--- config.mk ---
export PLATFORM = sky130hd
export DESIGN_NAME = mem_arbiter
export DESIGN_NICKNAME = d
export VERILOG_FILES = /design/src/rtl/mem_arb_pkg.sv /design/src/rtl/mem_arb_starve_ctr.sv /design/src/rtl/mem_arbiter.sv
export SDC_FILE = /design/constraint.sdc
export NUM_CORES = 1
export LEC_CHECK = 0
export BUFFER_PORTS_ARGS = -buffer_cell sky130_fd_sc_hd__buf_2
export CELL_PAD_IN_SITES_DETAIL_PLACEMENT = 2
export CELL_PAD_IN_SITES_GLOBAL_PLACEMENT = 2
export CORE_ASPECT_RATIO = 1.1
export CORE_MARGIN = 4
export CORE_UTILIZATION = 22
export DETAILED_ROUTE_END_ITERATION = 12
export MAX_ROUTING_LAYER = met4
export PLACE_DENSITY = 0.86
export SETUP_SLACK_MARGIN = 0.1
export SKIP_LAST_GASP = 1
export SLEW_MARGIN = 20
export SYNTH_ARGS = -nofsm -noshare
export SYNTH_HDL_FRONTEND = slang
export SYNTH_SLANG_ARGS = --single-unit
--- constraint.sdc ---
create_clock -name clk -period 2.1 [get_ports clk]
set_input_delay 0.315 -clock clk [delete_from_list [all_inputs] [get_ports clk]]
set_output_delay 0.315 -clock clk [all_outputs]
set_load 0.01 [all_outputs]
--- src/rtl/mem_arb_pkg.sv ---
// Shared types and default widths for the unified-memory arbiter between
// the fetch (I) and load/store (D) ports.
package mem_arb_pkg;

    localparam int DEF_ADDR_W   = 32;
    localparam int DEF_DATA_W   = 32;
    localparam int DEF_MAX_WAIT = 8;

    typedef enum logic [1:0] {
        IDLE  = 2'd0,
        ISSUE = 2'd1,
        WAIT  = 2'd2
    } arb_state_e;

    typedef enum logic {
        OWN_I = 1'b0,
        OWN_D = 1'b1
    } owner_e;

endpackage

--- src/rtl/mem_arb_starve_ctr.sv ---
// Counts consecutive cycles the fetch side waits; flags starvation once the
// count saturates at MAX_WAIT so the arbiter can override D priority.
module mem_arb_starve_ctr
    import mem_arb_pkg::*;
#(
    parameter int MAX_WAIT = DEF_MAX_WAIT
) (
    input  logic clk,
    input  logic rst_n,
    input  logic req_valid,
    input  logic req_ready,
    output logic starve
);

    localparam logic [7:0] LIMIT = 8'(MAX_WAIT);

    logic [7:0] cnt;

    // A grant or a withdrawn request both restart the wait measurement.
    always_ff @(posedge clk or negedge rst_n) begin
        if (!rst_n) begin
            cnt <= 8'd0;
        end else if (!req_valid || req_ready) begin
            cnt <= 8'd0;
        end else if (cnt != LIMIT) begin
            cnt <= cnt + 8'd1;
        end
    end

    assign starve = (cnt == LIMIT);

endmodule

--- src/rtl/mem_arbiter.sv ---
// Single-outstanding arbiter sharing one memory port between fetch (I) and
// load/store (D); D has priority unless fetch has been starved for MAX_WAIT.
module mem_arbiter
    import mem_arb_pkg::*;
#(
    parameter int ADDR_W   = DEF_ADDR_W,
    parameter int DATA_W   = DEF_DATA_W,
    parameter int MAX_WAIT = DEF_MAX_WAIT
) (
    input  logic                clk,
    input  logic                rst_n,
    input  logic                i_req_valid,
    input  logic [ADDR_W-1:0]   i_req_addr,
    output logic                i_req_ready,
    output logic                i_resp_valid,
    output logic [DATA_W-1:0]   i_resp_data,
    input  logic                d_req_valid,
    input  logic                d_req_we,
    input  logic [ADDR_W-1:0]   d_req_addr,
    input  logic [DATA_W-1:0]   d_req_wdata,
    input  logic [DATA_W/8-1:0] d_req_wmask,
    output logic                d_req_ready,
    output logic                d_resp_valid,
    output logic [DATA_W-1:0]   d_resp_data,
    output logic                mem_req_valid,
    input  logic                mem_req_ready,
    output logic                mem_req_we,
    output logic [ADDR_W-1:0]   mem_req_addr,
    output logic [DATA_W-1:0]   mem_req_wdata,
    output logic [DATA_W/8-1:0] mem_req_wmask,
    input  logic                mem_resp_valid,
    input  logic [DATA_W-1:0]   mem_resp_data,
    output logic                busy,
    output logic                protocol_err
);

    arb_state_e state;
    arb_state_e state_next;
    owner_e     owner;
    logic       starve;
    logic       grant_i;
    logic       grant_d;
    logic       grant_any;

    mem_arb_starve_ctr #(
        .MAX_WAIT (MAX_WAIT)
    ) u_starve (
        .clk       (clk),
        .rst_n     (rst_n),
        .req_valid (i_req_valid),
        .req_ready (i_req_ready),
        .starve    (starve)
    );

    // Starvation only matters when I is actually asking; otherwise D wins.
    assign grant_i   = i_req_valid && (starve || !d_req_valid);
    assign grant_d   = d_req_valid && !(starve && i_req_valid);
    assign grant_any = grant_i || grant_d;

    always_ff @(posedge clk or negedge rst_n) begin
        if (!rst_n) begin
            state <= IDLE;
        end else begin
            state <= state_next;
        end
    end

    always_comb begin
        state_next = state;
        case (state)
            IDLE:    if (grant_any)      state_next = ISSUE;
            ISSUE:   if (mem_req_ready)  state_next = WAIT;
            WAIT:    if (mem_resp_valid) state_next = IDLE;
            default:                     state_next = IDLE;
        endcase
    end

    // Ready is gated by rst_n so nothing is offered while reset is held.
    always_comb begin
        i_req_ready   = rst_n && (state == IDLE) && grant_i;
        d_req_ready   = rst_n && (state == IDLE) && grant_d;
        mem_req_valid = (state == ISSUE);
        i_resp_valid  = (state == WAIT) && mem_resp_valid && (owner == OWN_I);
        d_resp_valid  = (state == WAIT) && mem_resp_valid && (owner == OWN_D);
        busy          = (state != IDLE);
    end

    assign i_resp_data = mem_resp_data;
    assign d_resp_data = mem_resp_data;

    always_ff @(posedge clk or negedge rst_n) begin
        if (!rst_n) begin
            owner         <= OWN_I;
            mem_req_we    <= 1'b0;
            mem_req_addr  <= '0;
            mem_req_wdata <= '0;
            mem_req_wmask <= '0;
        end else if ((state == IDLE) && grant_any) begin
            if (grant_d) begin
                owner         <= OWN_D;
                mem_req_we    <= d_req_we;
                mem_req_addr  <= d_req_addr;
                mem_req_wdata <= d_req_wdata;
                mem_req_wmask <= d_req_wmask;
            end else begin
                owner         <= OWN_I;
                mem_req_we    <= 1'b0;
                mem_req_addr  <= i_req_addr;
                mem_req_wdata <= '0;
                mem_req_wmask <= '0;
            end
        end
    end

    // A response outside WAIT has no owner; record it and otherwise ignore it.
    always_ff @(posedge clk or negedge rst_n) begin
        if (!rst_n) begin
            protocol_err <= 1'b0;
        end else if (mem_resp_valid && (state != WAIT)) begin
            protocol_err <= 1'b1;
        end
    end

endmodule

==> results of run 1 <==
-- synthesized netlist by cell type, drive strengths merged --
cell     count
a41oi        1
a21boi       1
and2         1
nand3        4
nor2        42
mux2i       33
inv          6
ha           2
a22o        37
xor2         3
xnor2        3
o2bb2ai      1
nand2b       3
clkbuf      12
nor3         2
dfrtp       81
nand2        3
nor2b        1
buf         71
nand3b       1
o21ai        3
a21o         2
a21oi       33
and4b        1
nor3b        1
nor4b        1
and3         1
a31oi        1
-- routing by layer --
layer	wire length (microns)	up-vias	track usage, %
li1	-	1397	-
met1	4632	1546	12.93
met2	6800	137	22.82
met3	856	24	3.938
met4	283	0	4.786
met5	0	-	-
-- area by class of cell --
class                   count  area (sq um)
diodes                      1         2.502
clock inverters             6         73.82
inverters                   6         22.52
multi-input cells         181          1295
flip-flops and latches     81          2027
clock buffers              10         239.0
well taps                 234         292.8
repair buffers            197          1084
fillers                  1903         12170
-- power groups by stage --
stage,sequential [W],combinational (W),clock (W)
after floorplan,0.00283,0.00129,0
after global placement,0.00257,0.00251,0
after detailed placement,0.00261,0.00269,0
after CTS,0.00259,0.00272,0.00174
after global routing,0.00266,0.00294,0.00181
final,0.00258,0.00270,0.00167
-- cell families after synthesis --
kind of cell               synth area share [%]
DFF                                       52.19
and+or+nand+nor                           7.346
muxes                                     8.505
AOI/OAI and AO/OA                         14.66
buffers and inverters                     15.30
adders and majority gates                0.6442
xor gates and xnor gates                  1.353
-- per-stage QoR --
step	util [%]	setup TNS (ns)	hold slack (ns)
floorplan	-	0	0.01941
global placement	26.84	0	0.4340
detailed placement	26.84	0	0.4481
CTS	28.96	0	0.09064
global route	29.27	-0.1163	0.1227
finish	29.27	0	0.08133
-- sequential cells by signal, indices dropped and copies added (netlist names) --
signal,cells
mem_req_wdata,32
mem_req_we,1
owner,1
protocol_err,1
u_starve.cnt,8
mem_req_addr,32
state,2
mem_req_wmask,4
-- path summary, 6_finish.rpt --
kind	endpoint	slack (ns)
setup / recovery	i_req_ready	0.05
hold / removal	mem_req_addr[11]	0.08
setup reg to reg	mem_req_wdata[30]	0.16
hold reg to reg	protocol_err	0.46
max in group asynchronous	u_starve.cnt[4]	1.60
min in group clk	mem_req_wdata[0]	0.19
-- timing repair --
action | CTS | global route
endpoints found under the setup margin | 2 | 47
hold buffers | 0 | 0
pin swaps | 2 | 0
resized for setup | 3 | 5
buffers inserted | 5 | 1
gates cloned | 0 | 1
==> results.ini, run 1 <==
[die]
core_area_sq_um = 17200
dieWidth_microns = 134.7
start_util_pct = 22.57
pin_count = 279
die_y_microns = 147.4
die_area_sq_um = 19850
std_cell_rows = 50

[cells_and_area]
fin_cells = 716
finalInstanceArea_sq_um = 5036
drive_gt1_share_pct = 45.95
final_common_cell = buf_2
final_cell_mix = buf_2, dfrtp_1, nor2_1
syn2layout_area_growth_pct = 29.67
nets = 617

[drt]
route.detailed.drc = 0
viasPerCell = 4.335
vias = 3104
drt_wl_total_mm = 12.57
dr.pass1.iters = 4
routedWlPerCell_microns = 17.56
drtAntennaViolNets = 0
dr.first_iter.drc_count = 94

[timing]
layout_setup_ws_ns = 0.04795
setup_viol = 0
skew_ns = 0.01270
period_minus_slack_ns = 2.052
rsz0062_at_grt = yes
worst_pin_slew_ns = 0.5666
period_share_pct = 97.72
slew_headroom_pct = 62.22
fmax_mhz = 487.3
slew_violations = 0
finalHoldViolCount = 0

[placed_design]
detailed_place_hpwl_mm = 9.333
finalWeightedCongestion = 0.7594
port_buffers = 182
place_worst_setup_slack_ns = 0.1386
place_area_sq_um = 4618
dp.cells = 692

[critical_path]
cp_slowest_cell = dfrtp_1
cp.arrival_ns = 1.74
setup.worst_path.start_class = register
end_kind = output port
cp_max_fo = 2
worstRegToRegCells = 9
r2r-start = u_starve.cnt[0]
cp_num_buf_inv = 3
critPathKind = reg -> out
worst_ep_required_time_ns = 1.78
max_stage_delay_ns = 0.38
cp_num_cells = 7
crit_family = buffers and inverters
critPathLaunch = u_starve.cnt[0]
path_cells = inv_1 -> ha_1 -> nor4b_4 -> buf_4 -> a31oi_2 -> nor3_2 -> buf_2

[logic_synthesis]
synth_cell_type_count = 32
syn_avg_cell_area_sq_um = 11.06
synth_top_area_share_pct = 52.19
synthCells = 351
synth.yosys.seq_area_share_pct = 52.19
synth_fp_nets = 492
yosysWarnings = 0
syn-cell-area_sq_um = 3884
synth.area.top_cells = dfrtp_1, buf_4, mux2i_1
yosysTopAreaCell = dfrtp_1
synth_seq_cells = 81

[pwr]
clockPowerShare_pct = 24.0
p_int_w = 0.004351
combPwrFrac_pct = 38.9
vdd_drop_max_uv = 360.8
pwr-share-seq_pct = 37.1
power.total_w = 0.006946
power_leakage_nw = 2.537
swShare_pct = 37.36
p_sw_w = 0.002595
power.density_nw_per_um2 = 1379

[grt]
grt_pass1_wl_mm = 19.32
grt_use_total_pct = 12.73
grt_max_degree = 65
grt_pass1_vias = 3619
grt-ovfl-total = 0
antenna_found_initial = 1

[clock_network]
clkTransAtPathRegs_ns = 0.07
numClockSinks = 81
cts-root-buf = clkbuf_16
clk_latency_ns = 0.34
htree_num_levels = 3
cts_made_buffers = 9
cts_tree = done
clockBufferDepth = 2

[hold_path]
min_path_type = in -> async

[job]
maxCapViolations = 0

[run_status]
status = complete, no violations

Note: power is estimated with default switching activity, not from simulation.
==> run 2, diff against run 1 <==
==> constraint.sdc (replaced) <==
create_clock -name clk -period 2.1 [get_ports clk]
set_input_delay 0.21 -clock clk [delete_from_list [all_inputs] [get_ports clk]]
set_output_delay 0.21 -clock clk [all_outputs]
set_load 0.01 [all_outputs]
==> run 2 against run 1 <==
  * Final cell count is 0.14% lower
  * Register-to-register slack worse by 0.04 ns
  * Clock skew fell by 0.00073 ns
  * Sequential share of layout area up 0.23 points
  * Via count down 1.7%
  * Critical path depth unchanged
  * Setup slack better by 0.057 ns
  * Largest cell class unchanged
  * Highest routed layer unchanged
==> results.ini, run 2 (synthesis results as in run 1) <==
[hold_path]
min_path_type = in -> reg

[pwr]
power.density_nw_per_um2 = 1383  ; +0.28%
vdd_drop_max_uv = 453.8  ; +26%
power_leakage_nw = 2.531  ; -0.27%
power.total_w = 0.006926  ; -0.29%

[timing]
finalHoldViolCount = 0  ; unchanged
rsz0062_at_grt = yes
setup_viol = 0  ; unchanged
fmax_mhz = 501.2  ; +2.9%
slew_headroom_pct = 56.87  ; -5.4 points
period_minus_slack_ns = 1.995  ; -0.05703 ns
skew_ns = 0.01197  ; -0.0007316 ns
fin_tns_setup_ns = 0  ; unchanged
worst_pin_slew_ns = 0.6470  ; +0.08035 ns
slew_violations = 0  ; unchanged
layout_setup_ws_ns = 0.1050  ; +0.05703 ns
period_share_pct = 95.00  ; -2.7 points

[clock_network]
clkTransAtPathRegs_ns = 0.07  ; about the same
cts_tree = done
numClockSinks = 81  ; unchanged
cts_made_buffers = 9  ; unchanged
htree_num_levels = 3  ; unchanged
clk_latency_ns = 0.35  ; about the same
cts-root-buf = clkbuf_16
clockBufferDepth = 2  ; unchanged

[cells_and_area]
syn2layout_area_growth_pct = 28.93
fin_util_pct = 29.11  ; -0.17 points
final_common_cell = buf_2
drive_gt1_share_pct = 45.51  ; -0.43 points
final_cell_mix = buf_2, dfrtp_1, nor2_1
top_regs = mem_req_addr x32, mem_req_wdata x32, u_starve.cnt x8
nets = 615  ; -0.32%

[placed_design]
place_worst_setup_slack_ns = 0.04991  ; -0.08874 ns
finalWeightedCongestion = 0.7331  ; -3.5%
detailed_place_hpwl_mm = 9.438  ; +1.1%
port_buffers = 182  ; unchanged

[die]
die_area_sq_um = 19850  ; unchanged
die_y_microns = 147.4  ; unchanged
dieWidth_microns = 134.7  ; unchanged
pin_count = 279  ; unchanged
std_cell_rows = 50  ; unchanged
core_area_sq_um = 17200  ; unchanged
start_util_pct = 22.57  ; unchanged

[grt]
grt_pass1_wl_mm = 19.55  ; +1.2%
grt-ovfl-total = 0  ; unchanged
antenna_found_initial = 2  ; +1
grt_max_degree = 65  ; unchanged
grt_pass1_vias = 3581  ; -1.1%
grt_use_total_pct = 12.83  ; +0.10 points

[critical_path]
cp.arrival_ns = 1.79  ; +0.05 ns
cp_slowest_cell = dfrtp_1
max_stage_delay_ns = 0.38  ; about the same
critPathKind = reg -> out
setup.worst_path.start_class = register
cp_max_fo = 3  ; +1
worst_ep_required_time_ns = 1.89  ; +0.11 ns
path_cells = inv_1 -> ha_2 -> nor4b_4 -> buf_4 -> a41oi_4 -> nor2b_4 -> buf_6
end_kind = output port

[run_status]
status = complete, no violations

[drt]
dr.pass1.iters = 4  ; unchanged
vias = 3052  ; -1.7%
viasPerCell = 4.269  ; -1.5%
drtAntennaViolNets = 0  ; unchanged
drt_wl_total_mm = 12.41  ; -1.3%
route.detailed.drc = 0  ; unchanged
dr.first_iter.drc_count = 87  ; -7.4%
routedWlPerCell_microns = 17.35  ; -1.2%

[job]
maxCapViolations = 0  ; unchanged

## run 2: stage by stage
step	hold WS, ns	cells	instance area (sq um)
finish	0.07583	715	5007
global route	0.06560	715	5007
CTS	0.06063	711	4985
detailed placement	0.3321	691	4623
global placement	0.3213	691	4623
floorplan	-0.08559	351	3884
## run 2: worst max-delay path: cells and delay by family, from the launching register on
family / cells / cell delay (ns)
simple gates: 2 / 0.40
fa+ha+maj: 1 / 0.18
buf+inv: 3 / 0.36
flops: 1 / 0.38
compound gates: 1 / 0.12
## run 2: report_power, final
part	switching [W]	leakage (nW)	internal, W	total, W
combinational	0.00150	1.40	0.00116	0.00266
sequential	0.000376	0.980	0.00220	0.00258
clock	0.000711	0.155	0.000972	0.00168
## run 2: routing by layer
layer	global-route usage (%)	vias to the layer above	part of all wire (%)
li1	-	1395	-
met1	14.17	1501	38
met2	22.25	134	54
met3	3.151	22	6.1
met4	4.888	0	2.0
met5	-	-	0
## run 2: final timing paths
| path | start | endpoint | slack [ns] | depth (start not counted) |
|---|---|---|---|---|
| setup / recovery | u_starve.cnt[1] | d_req_ready | 0.10 | 7 |
| hold / removal | d_req_wdata[0] | mem_req_wdata[0] | 0.08 | 2 |
| setup reg to reg | u_starve.cnt[1] | mem_req_addr[29] | 0.12 | 9 |
| hold reg to reg | protocol_err | protocol_err | 0.49 | 1 |
| max in group asynchronous | rst_n | u_starve.cnt[3] | 1.08 | 3 |
| min in group asynchronous | rst_n | mem_req_addr[4] | 0.49 | 3 |
## run 2: area by class of cell
cell class	instances	area, sq um
Sequential cell	81	2027
Timing Repair Buffer	195	1057
Clock inverter	6	72.57
Fill cell	1923	12200
Multi-Input combinational cell	181	1291
Tap cell	234	292.8
Inverter	6	22.52
Antenna cell	2	5.005
Clock buffer	10	239.0
## run 2: repair_timing
item	4_1_cts	5_1_grt
pin swaps	4	1
gates resized for setup	5	1
endpoints found under the setup margin	33	33
hold endpoints to repair	32	0
setup buffers	3	2
hold buffers	1	0
